==> src/rtl/unified_mem_arbiter.sv <==
// Arbitrates one variable-latency unified memory between fetch and data ports; data has priority.
// Optional ARB_PERF_CNT_EN adds saturating stall-cycle counters perf_fstall/perf_dstall.
module unified_mem_arbiter #(
  parameter int ADDR_W   = 32,
  parameter int DATA_W   = 32,
  parameter int MAX_WAIT = 15
) (
  input  logic              clk,
  input  logic              rst,
  input  logic              if_req,
  input  logic [ADDR_W-1:0] if_addr,
  output logic [DATA_W-1:0] if_rdata,
  output logic              if_valid,
  input  logic              dm_req,
  input  logic              dm_we,
  input  logic [ADDR_W-1:0] dm_addr,
  input  logic [DATA_W-1:0] dm_wdata,
  output logic [DATA_W-1:0] dm_rdata,
  output logic              dm_valid,
  output logic              stall_fetch,
  output logic              stall_data,
  output logic              mem_req,
  output logic              mem_we,
  output logic [ADDR_W-1:0] mem_addr,
  output logic [DATA_W-1:0] mem_wdata,
  input  logic [DATA_W-1:0] mem_rdata,
  input  logic              mem_ack,
`ifdef ARB_PERF_CNT_EN
  output logic [31:0]       perf_fstall,
  output logic [31:0]       perf_dstall,
`endif
  output logic              err,
  output logic              err_src
);

  typedef enum logic [1:0] {IDLE, D_BUSY, F_BUSY, RESP} state_e;

  localparam logic [7:0] WD_LAST = 8'(MAX_WAIT - 1);

  state_e            state_q, state_d;
  logic              own_q, own_d;      // 1 = data port owns the access
  logic [7:0]        cnt_q, cnt_d;
  logic              mem_req_q, mem_req_d, mem_we_q, mem_we_d;
  logic [ADDR_W-1:0] mem_addr_q, mem_addr_d;
  logic [DATA_W-1:0] mem_wdata_q, mem_wdata_d;
  logic [DATA_W-1:0] if_rdata_q, if_rdata_d, dm_rdata_q, dm_rdata_d;
  logic              err_q, err_d, err_src_q, err_src_d;

  always_ff @(posedge clk or posedge rst) begin
    if (rst) begin
      state_q     <= IDLE;
      own_q       <= 1'b0;
      cnt_q       <= '0;
      mem_req_q   <= 1'b0;
      mem_we_q    <= 1'b0;
      mem_addr_q  <= '0;
      mem_wdata_q <= '0;
      if_rdata_q  <= '0;
      dm_rdata_q  <= '0;
      err_q       <= 1'b0;
      err_src_q   <= 1'b0;
    end else begin
      state_q     <= state_d;
      own_q       <= own_d;
      cnt_q       <= cnt_d;
      mem_req_q   <= mem_req_d;
      mem_we_q    <= mem_we_d;
      mem_addr_q  <= mem_addr_d;
      mem_wdata_q <= mem_wdata_d;
      if_rdata_q  <= if_rdata_d;
      dm_rdata_q  <= dm_rdata_d;
      err_q       <= err_d;
      err_src_q   <= err_src_d;
    end
  end

  always_comb begin
    state_d     = state_q;
    own_d       = own_q;
    cnt_d       = cnt_q;
    mem_req_d   = mem_req_q;
    mem_we_d    = mem_we_q;
    mem_addr_d  = mem_addr_q;
    mem_wdata_d = mem_wdata_q;
    if_rdata_d  = if_rdata_q;
    dm_rdata_d  = dm_rdata_q;
    err_d       = err_q;
    err_src_d   = err_src_q;
    case (state_q)
      IDLE: begin
        cnt_d = '0;
        if (dm_req) begin
          state_d     = D_BUSY;
          own_d       = 1'b1;
          mem_req_d   = 1'b1;
          mem_we_d    = dm_we;
          mem_addr_d  = dm_addr;
          mem_wdata_d = dm_wdata;
        end else if (if_req) begin
          state_d    = F_BUSY;
          own_d      = 1'b0;
          mem_req_d  = 1'b1;
          mem_we_d   = 1'b0;
          mem_addr_d = if_addr;
        end
      end
      D_BUSY, F_BUSY: begin
        // An ack in the last allowed cycle still completes normally.
        if (mem_ack) begin
          state_d   = RESP;
          mem_req_d = 1'b0;
          mem_we_d  = 1'b0;
          cnt_d     = '0;
          if (!own_q)         if_rdata_d = mem_rdata;
          else if (!mem_we_q) dm_rdata_d = mem_rdata;
        end else if (cnt_q == WD_LAST) begin
          state_d   = RESP;
          mem_req_d = 1'b0;
          mem_we_d  = 1'b0;
          cnt_d     = '0;
          err_d     = 1'b1;
          if (!err_q) err_src_d = own_q;
          if (own_q) dm_rdata_d = '0;
          else       if_rdata_d = '0;
        end else begin
          cnt_d = cnt_q + 8'd1;
        end
      end
      RESP:    state_d = IDLE;
      default: state_d = IDLE;
    endcase
  end

  assign if_valid    = (state_q == RESP) && !own_q;
  assign dm_valid    = (state_q == RESP) &&  own_q;
  assign stall_fetch = if_req & ~if_valid;
  assign stall_data  = dm_req & ~dm_valid;
  assign if_rdata    = if_rdata_q;
  assign dm_rdata    = dm_rdata_q;
  assign mem_req     = mem_req_q;
  assign mem_we      = mem_we_q;
  assign mem_addr    = mem_addr_q;
  assign mem_wdata   = mem_wdata_q;
  assign err         = err_q;
  assign err_src     = err_src_q;

`ifdef ARB_PERF_CNT_EN
  logic [31:0] pf_q, pd_q;
  always_ff @(posedge clk or posedge rst) begin
    if (rst) begin
      pf_q <= '0;
      pd_q <= '0;
    end else begin
      if (stall_fetch && pf_q != 32'hFFFF_FFFF) pf_q <= pf_q + 32'd1;
      if (stall_data  && pd_q != 32'hFFFF_FFFF) pd_q <= pd_q + 32'd1;
    end
  end
  assign perf_fstall = pf_q;
  assign perf_dstall = pd_q;
`endif

endmodule
==> config.mk <==
export PLATFORM = sky130hd
export DESIGN_NAME = unified_mem_arbiter
export DESIGN_NICKNAME = d
export VERILOG_FILES = /design/src/rtl/unified_mem_arbiter.sv
export SDC_FILE = /design/constraint.sdc
export NUM_CORES = 1
export LEC_CHECK = 0
export CORE_ASPECT_RATIO = 0.75
export CORE_MARGIN = 2
export CORE_UTILIZATION = 28
export DETAILED_ROUTE_END_ITERATION = 10
export PLACE_DENSITY = 0.65
export SLEW_MARGIN = 40
export SYNTH_ARGS = -nofsm -noshare
export SYNTH_HDL_FRONTEND = slang
export SYNTH_SLANG_ARGS = --single-unit
==> constraint.sdc <==
create_clock -name clk -period 6.1 [get_ports clk]
set_input_delay 0.61 -clock clk [delete_from_list [all_inputs] [get_ports clk]]
set_output_delay 0.61 -clock clk [all_outputs]
set_load 0.02 [all_outputs]
==> reports/metrics.yaml <==
dr_wl_met3_um: 1073
syn_inst: 446
grt_pass1_vias: 4939
worstPathRequired_ps: 5490
slew_violations: 0
chipWidth_um: 169.9
yosysTopAreaCellShare_pct: 61.89
cap_viol_max_count: 0
worst_r2r_endpoint: "dm_rdata[15]"
leakagePower_uw: 0.004149
gp_congestion: 0.7907
rows: 45
initial_core_util_pct: 28.52
power.density_mw_per_mm2: 549.1
path_class: "reg2out"
drc_errors: 0
ys_seq_elements: 143
fin_crit_ps: 2804
status: "finished, final reports clean"
cts_buffers: 17
core_area_mm2: 0.02027
setup_violations: 0
startpoint_type: "flop"
instances_no_fill: 981
wl_met2_um: 8171
grt_usage_pct: 15.53
fin_hold_ws_ps: 479.9
vias: 4656
first_iter_violations: 259
hp-start: "mem_addr[17]"
insertion_delay_ps: 420
critPathLaunch: "state_q[0]"
post-cts-setup-buffers: 0
yosysUniqueCellTypes: 40
syn_area_mm2: 0.005782
die_h_um: 128.4
hold_class: "reg2reg"
synth-edff-count: 0
max-slew-margin-rel_pct: 50.17
clock-sinks: 143
tightest_slew_ps: 746.5
firstDrtPassIters: 4
nets: 849
tns_ps: 0
ys_top_cells_by_count: "143 x dfrtp_1, 64 x a22o_1, 47 x nand2_1"
ir_drop_uv: 231.5
max_freq_mhz: 356.6
num-fill-cells: 1838
yosysMostFrequentCell: "dfrtp_1"
critPathCaptureType: "output pin"
post_cts_resized: 0
hold_violations: 0
viasPerCell: 4.746
cts_tree: "yes"
drive_gt1_share_pct: 11.20
io_buffers: 269
num_antenna_cells: 0
cts_hold_buf: 0
grt_max_degree: 82
area_growth_pct: 61.48
antenna_found_initial: 0
clock-root-buffer: "clkbuf_16"
synth_ff_type: "dfrtp_1"
rsz0062_at_grt: "false"
dr.max_layer_used: "met4"
async_reset_ff_share_pct: 100.0
cts_buffer_depth: 2
pre_cts_ws_ps: 3415
setup_ws_ps: 3296
synthesis.nets: 585
ys_warn_count: 0
cts_htree_levels: 4
grt_first_pass_wirelength_um: 26690
finClkSkew_ps: 12.57
placed_cells: 949
rr_worst_depth: 6
min_period_over_period_pct: 45.97
hpwl_um: 11910
endpoint: "if_valid"
dieArea_mm2: 0.02183
yosysTopAreaCell: "dfrtp_1"
critPathArrivalTime_ps: 2190
postRouteAntennaNets: 0
crit_fanout: 18
r2r-start: "cnt_q[0]"
routed_wl_um: 16580
path_clk_slew_ps: 60
syn_area_per_cell_um2: 12.96
rrSetupSlack_ps: 3500
ioPinCount: 270
synth.top_cells.by_area: "dfrtp_1 62%, a22o_1 9.7%, mux2_2 6.4%, mux2i_1 6.1%, nand2_1 3.1%"
wl_met1_um: 7135
grt-ovfl-total: 0
routedWlPerCell_um: 16.90
synth.yosys.seq_area_share_pct: 61.89
## where the power goes
| part | switching, µW | total (µW) | internal (µW) | leakage, µW |
|---|---|---|---|---|
| Sequential | 263 | 1650 | 1380 | 0.00178 |
| Combinational | 1210 | 2400 | 1190 | 0.00208 |
| Clock | 459 | 1080 | 624 | 0.000299 |
| Total | 1930 | 5130 | 3200 | 0.00415 |
## sequential cells by signal (all words and copies together), names as in the netlist
name / flops
state_q: 2
cnt_q: 8
if_rdata: 32
mem_we: 1
err_src: 1
err: 1
mem_addr: 32
mem_req: 1
dm_rdata: 32
mem_wdata: 32
own_q: 1
## cell usage in the layout, fill, tap and decap left out, types with 2 or more instances in the layout
cell type        synthesis  final
o21ai_0                 34     33
nand2b_1                 2      2
dfrtp_1                143    143
and2_1                   2      2
nor2b_1                  5      5
nand3_1                 11     11
nand2_1                 47     47
clkdlybuf4s50_1          0    268
a22o_1                  64     64
bufinv_16                0      2
mux2_2                  33     33
clkbuf_16                0     17
a21o_1                   4      4
mux2i_1                 35     35
buf_4                    1      6
inv_1                    4      3
inv_6                    0      7
inv_8                    0      4
ha_1                     5      5
or4_1                    4      4
nor2_1                   3      2
## layer usage
| layer | vias up | track usage, % |
|---|---|---|
| met5 | - | 0 |
| met4 | 0 | 3.922 |
| met3 | 12 | 5.352 |
| met2 | 148 | 26.19 |
| met1 | 2344 | 19.25 |
| li1 | 2152 | - |
## cell type report
class / count / area [µm²] / share of cell area [%]
Clock buffer: 17 / 425.4 / 4.556
Inverter: 4 / 22.52 / 0.2412
Timing Repair Buffer: 275 / 2739 / 29.34
Multi-Input combinational cell: 269 / 2061 / 22.07
Clock inverter: 15 / 187.7 / 2.010
Tap cell: 258 / 322.8 / 3.458
Sequential cell: 143 / 3578 / 38.33
## cell families (layout without fill, tap and decap cells)
kind of cell | count (synthesis) | in the layout | synth area share, %
AO/OA/AOI/OAI | 111 | 111 | 14.50
adder cells (fa/ha/maj) | 5 | 5 | 1.082
buffers and inverters | 34 | 311 | 2.770
flip-flops | 143 | 143 | 61.89
multiplexers | 68 | 68 | 12.49
AND/OR/NAND/NOR | 85 | 85 | 7.271
## per-stage QoR
step | area [µm²] | util (%) | power, µW
5_1_grt | 9336 | 46.06 | 5419
2_1_floorplan | 5782 | - | 2886
6_report | 9336 | 46.06 | 5126
3_5_place_dp | 8717 | 43.01 | 4080
4_1_cts | 9330 | 46.03 | 5194
3_3_place_gp | 8715 | 42.99 | 4015
## critical path: stages, from the launching register on
cell	delay, ps
dfrtp_1	360
ha_1	530
nor2b_1	260
clkdlybuf4s50_1	630
## how the worst min path moves through the flow
stage / slack, ps / cells past startpoint / endpoint
after floorplan: 500 / 2 / cnt_q[5]
after global placement: 460 / 2 / mem_addr[21]
after detailed placement: 470 / 2 / mem_addr[3]
after CTS: 480 / 2 / mem_addr[3]
after global routing: 500 / 2 / mem_addr[3]
final: 480 / 2 / mem_addr[17]
Note: power is estimated with default switching activity, not from simulation.
==> RTL edit (same flow settings) <==
Set the parameter `ADDR_W` to 36 (it was 32).
--- a/src/rtl/unified_mem_arbiter.sv
+++ b/src/rtl/unified_mem_arbiter.sv
@@ -3,3 +3,3 @@
 module unified_mem_arbiter #(
-  parameter int ADDR_W   = 32,
+  parameter int ADDR_W   = 36,
   parameter int DATA_W   = 32,
Interface: changed (resized dm_addr, if_addr and mem_addr); port bits go from 270 to 282. No check against the original RTL was run, so the function may have changed too.
==> RTL edit against the unedited design <==
  * First-iteration DRC count fell by 34%
  * Design area rose by 3.1%
  * Routed wire length rose by 2.8%
  * Synthesized area rose by 3.1%
  * Sequential cell count rose by 4
  * Total power rose by 0.12%
  * Critical path depth did not move
  * Global-route usage fell by 0.16 points
  * Worst setup slack got worse by 43 ps
  * Largest power group unchanged
==> RTL edit: results (changes against the unedited design) <==
- Status: complete, no violations (unchanged)
- Layout cells sized above 1: 7.59% (was 11.2%)
- Root Buffer: clkbuf_16 (unchanged)
- Clock tree buffer depth: 2 (unchanged)
- Net Count, Synth: 611 (was 585)
- CTS clk-pin slew, worst paths: 70 ps
- Fin nets: 886 (was 849)
- P_sw: 1940 uW (was 1930 uW)
- Biggest cell delay along the critical path: 650 ps (was 630 ps)
- Pre-Repair DR Iteration Count: 4 (unchanged)
- Reg2reg end: dm_rdata[27]$_DFFE_PP0P_ (was dm_rdata[15]$_DFFE_PP0P_)
- Largest net degree at the start of global routing: 98 (was 82)
- Delay-heaviest family, CP: buffers and inverters (unchanged)
- Port Buf Inserts: 281 (was 269)
- Crit path DAT: 2240 ps (was 2190 ps)
- Worst skew pair latency: 420 ps (about the same)
- Slew HR: 48.3% (was 50.2%)
- Via/cell ratio: 4.52 (was 4.75)
- Asr flop ratio synth: 100% (unchanged)
- Ranking of synthesized cells by area: dfrtp_1 (62%), a22o_1 (9.4%), mux2i_1 (6.5%), mux2_1 (4.5%), nand2_1 (3.2%) (was dfrtp_1 (62%), a22o_1 (9.7%), mux2_2 (6.4%), mux2i_1 (6.1%), nand2_1 (3.1%))
- FF-to-FF setup slack: 3610 ps (was 3500 ps)
- Max VDD drop: 0.246 mV (was 0.231 mV)
- Hold Startpoint: mem_addr[0]$_DFFE_PP0P_ (was mem_addr[17]$_DFFE_PP0P_)
- Critical-path top delay cell: clkdlybuf4s50_1 (unchanged)
- Final HPWL DP: 12100 microns (was 11900 microns)
- Reg2reg start: cnt_q[0]$_DFFE_PP0P_ (unchanged)
- LEAKAGE: 0.00426 uW (was 0.00415 uW)
- Vias in the first global route: 4902 (was 4939)
- YS warnings: 0 (unchanged)
- Beginning of the critical path: state_q[1]$_DFFE_PP0P_ (was state_q[0]$_DFFE_PP0P_)
- Critical Path End: if_valid (unchanged)
- GPL Wtd Cong: 0.760 (was 0.791)
- Resized cells post-CTS: 0 (unchanged)
- Largest register FFs: 36
- Post-synth top cells: dfrtp_1 (147), a22o_1 (64), nand2_1 (51), mux2i_1 (39), o21ai_0 (37) (was dfrtp_1 (143), a22o_1 (64), nand2_1 (47), mux2i_1 (35), o21ai_0 (34))
- First-iteration detailed-routing DRC count: 172 (was 259)
- Worst r2r path cells: 6 (unchanged)
- WL/cell: 16.4 microns (was 16.9 microns)
- Synth cell types: 41 (was 40)
- Register area share after synthesis: 61.7% (was 61.9%)
- # H-tree levels: 4 (unchanged)
- Buffers inserted by post-CTS timing repair: 0 (unchanged)
- CP max FO: 18 (unchanged)
- GR Util All Layers: 15.4% (was 15.5%)
- First-pass GRT wire length: 26800 microns (was 26700 microns)
- Hold crit path type: reg2reg (unchanged)
- N_diodes: 0 (unchanged)
- Clock skew: 11.8 ps (was 12.6 ps)
- Initial antenna violation count: 0 (unchanged)
- Inserted Clock Buffers: 17 (unchanged)
==> RTL edit: area by class of cell <==
class	instances	area, sq um
clock buffers	17	425
multi-input cells	281	2140
flip-flops and latches	147	3680
fillers	1937	11400
well taps	288	360
repair buffers	288	2860
inverters	4	22.5
clock inverters	14	140
==> RTL edit: stage by stage <==
stage / hold slack, ps / worst slack, ps / power [uW] / instances / instance area (sq um)
floorplan: 505 / 1540 / 2950 / 464 / 5960
global placement: 461 / 3370 / 4120 / 1008 / 9050
detailed placement: 469 / 3370 / 4150 / 1008 / 9060
CTS: 483 / 3220 / 5190 / 1039 / 9620
global route: 498 / 3130 / 5440 / 1039 / 9620
finish: 477 / 3250 / 5130 / 1039 / 9620
==> RTL edit: worst reg2reg max path, stage by stage (launching register included) <==
cell and delay (ps):
dfrtp_1 440, inv_1 80, ha_1 130, or4b_4 480, o41ai_2 240, nand3_2 580
a22o_1 420
==> RTL edit: how the worst min path moves through the flow <==
stage	to	depth (start not counted)
finish	mem_addr[0]$_DFFE_PP0P_	2
global route	mem_addr[7]$_DFFE_PP0P_	2
CTS	mem_addr[4]$_DFFE_PP0P_	2
detailed placement	mem_addr[4]$_DFFE_PP0P_	2
global placement	mem_addr[14]$_DFFE_PP0P_	2
floorplan	cnt_q[5]$_DFFE_PP0P_	2
==> RTL edit: power by group through the flow <==
stage                     registers, uW  logic [uW]  clock network (uW)
after floorplan                    2180         762                   0
after global placement             1680        2440                   0
after detailed placement           1680        2470                   0
after CTS                          1680        2470                1040
after global routing               1740        2610                1090
final                              1680        2430                1020
==> RTL edit: cells by family after synthesis <==
kind of cell | after synthesis | synth area share, %
AOI/OAI and AO/OA | 115 | 14.4
adders and majority gates | 5 | 1.05
buffers and inverters | 36 | 2.75
DFF | 147 | 61.7
muxes | 72 | 12.8
and+or+nand+nor | 89 | 7.30
==> RTL edit: per-layer routing <==
| metal | vias up | track usage (%) | part of all wire, % |
|---|---|---|---|
| met5 | - | 0 | 0 |
| met4 | 0 | 5.54 | 2.3 |
| met3 | 25 | 4.94 | 6.6 |
| met2 | 147 | 23.6 | 46 |
| met1 | 2288 | 20.5 | 45 |
| li1 | 2240 | - | - |
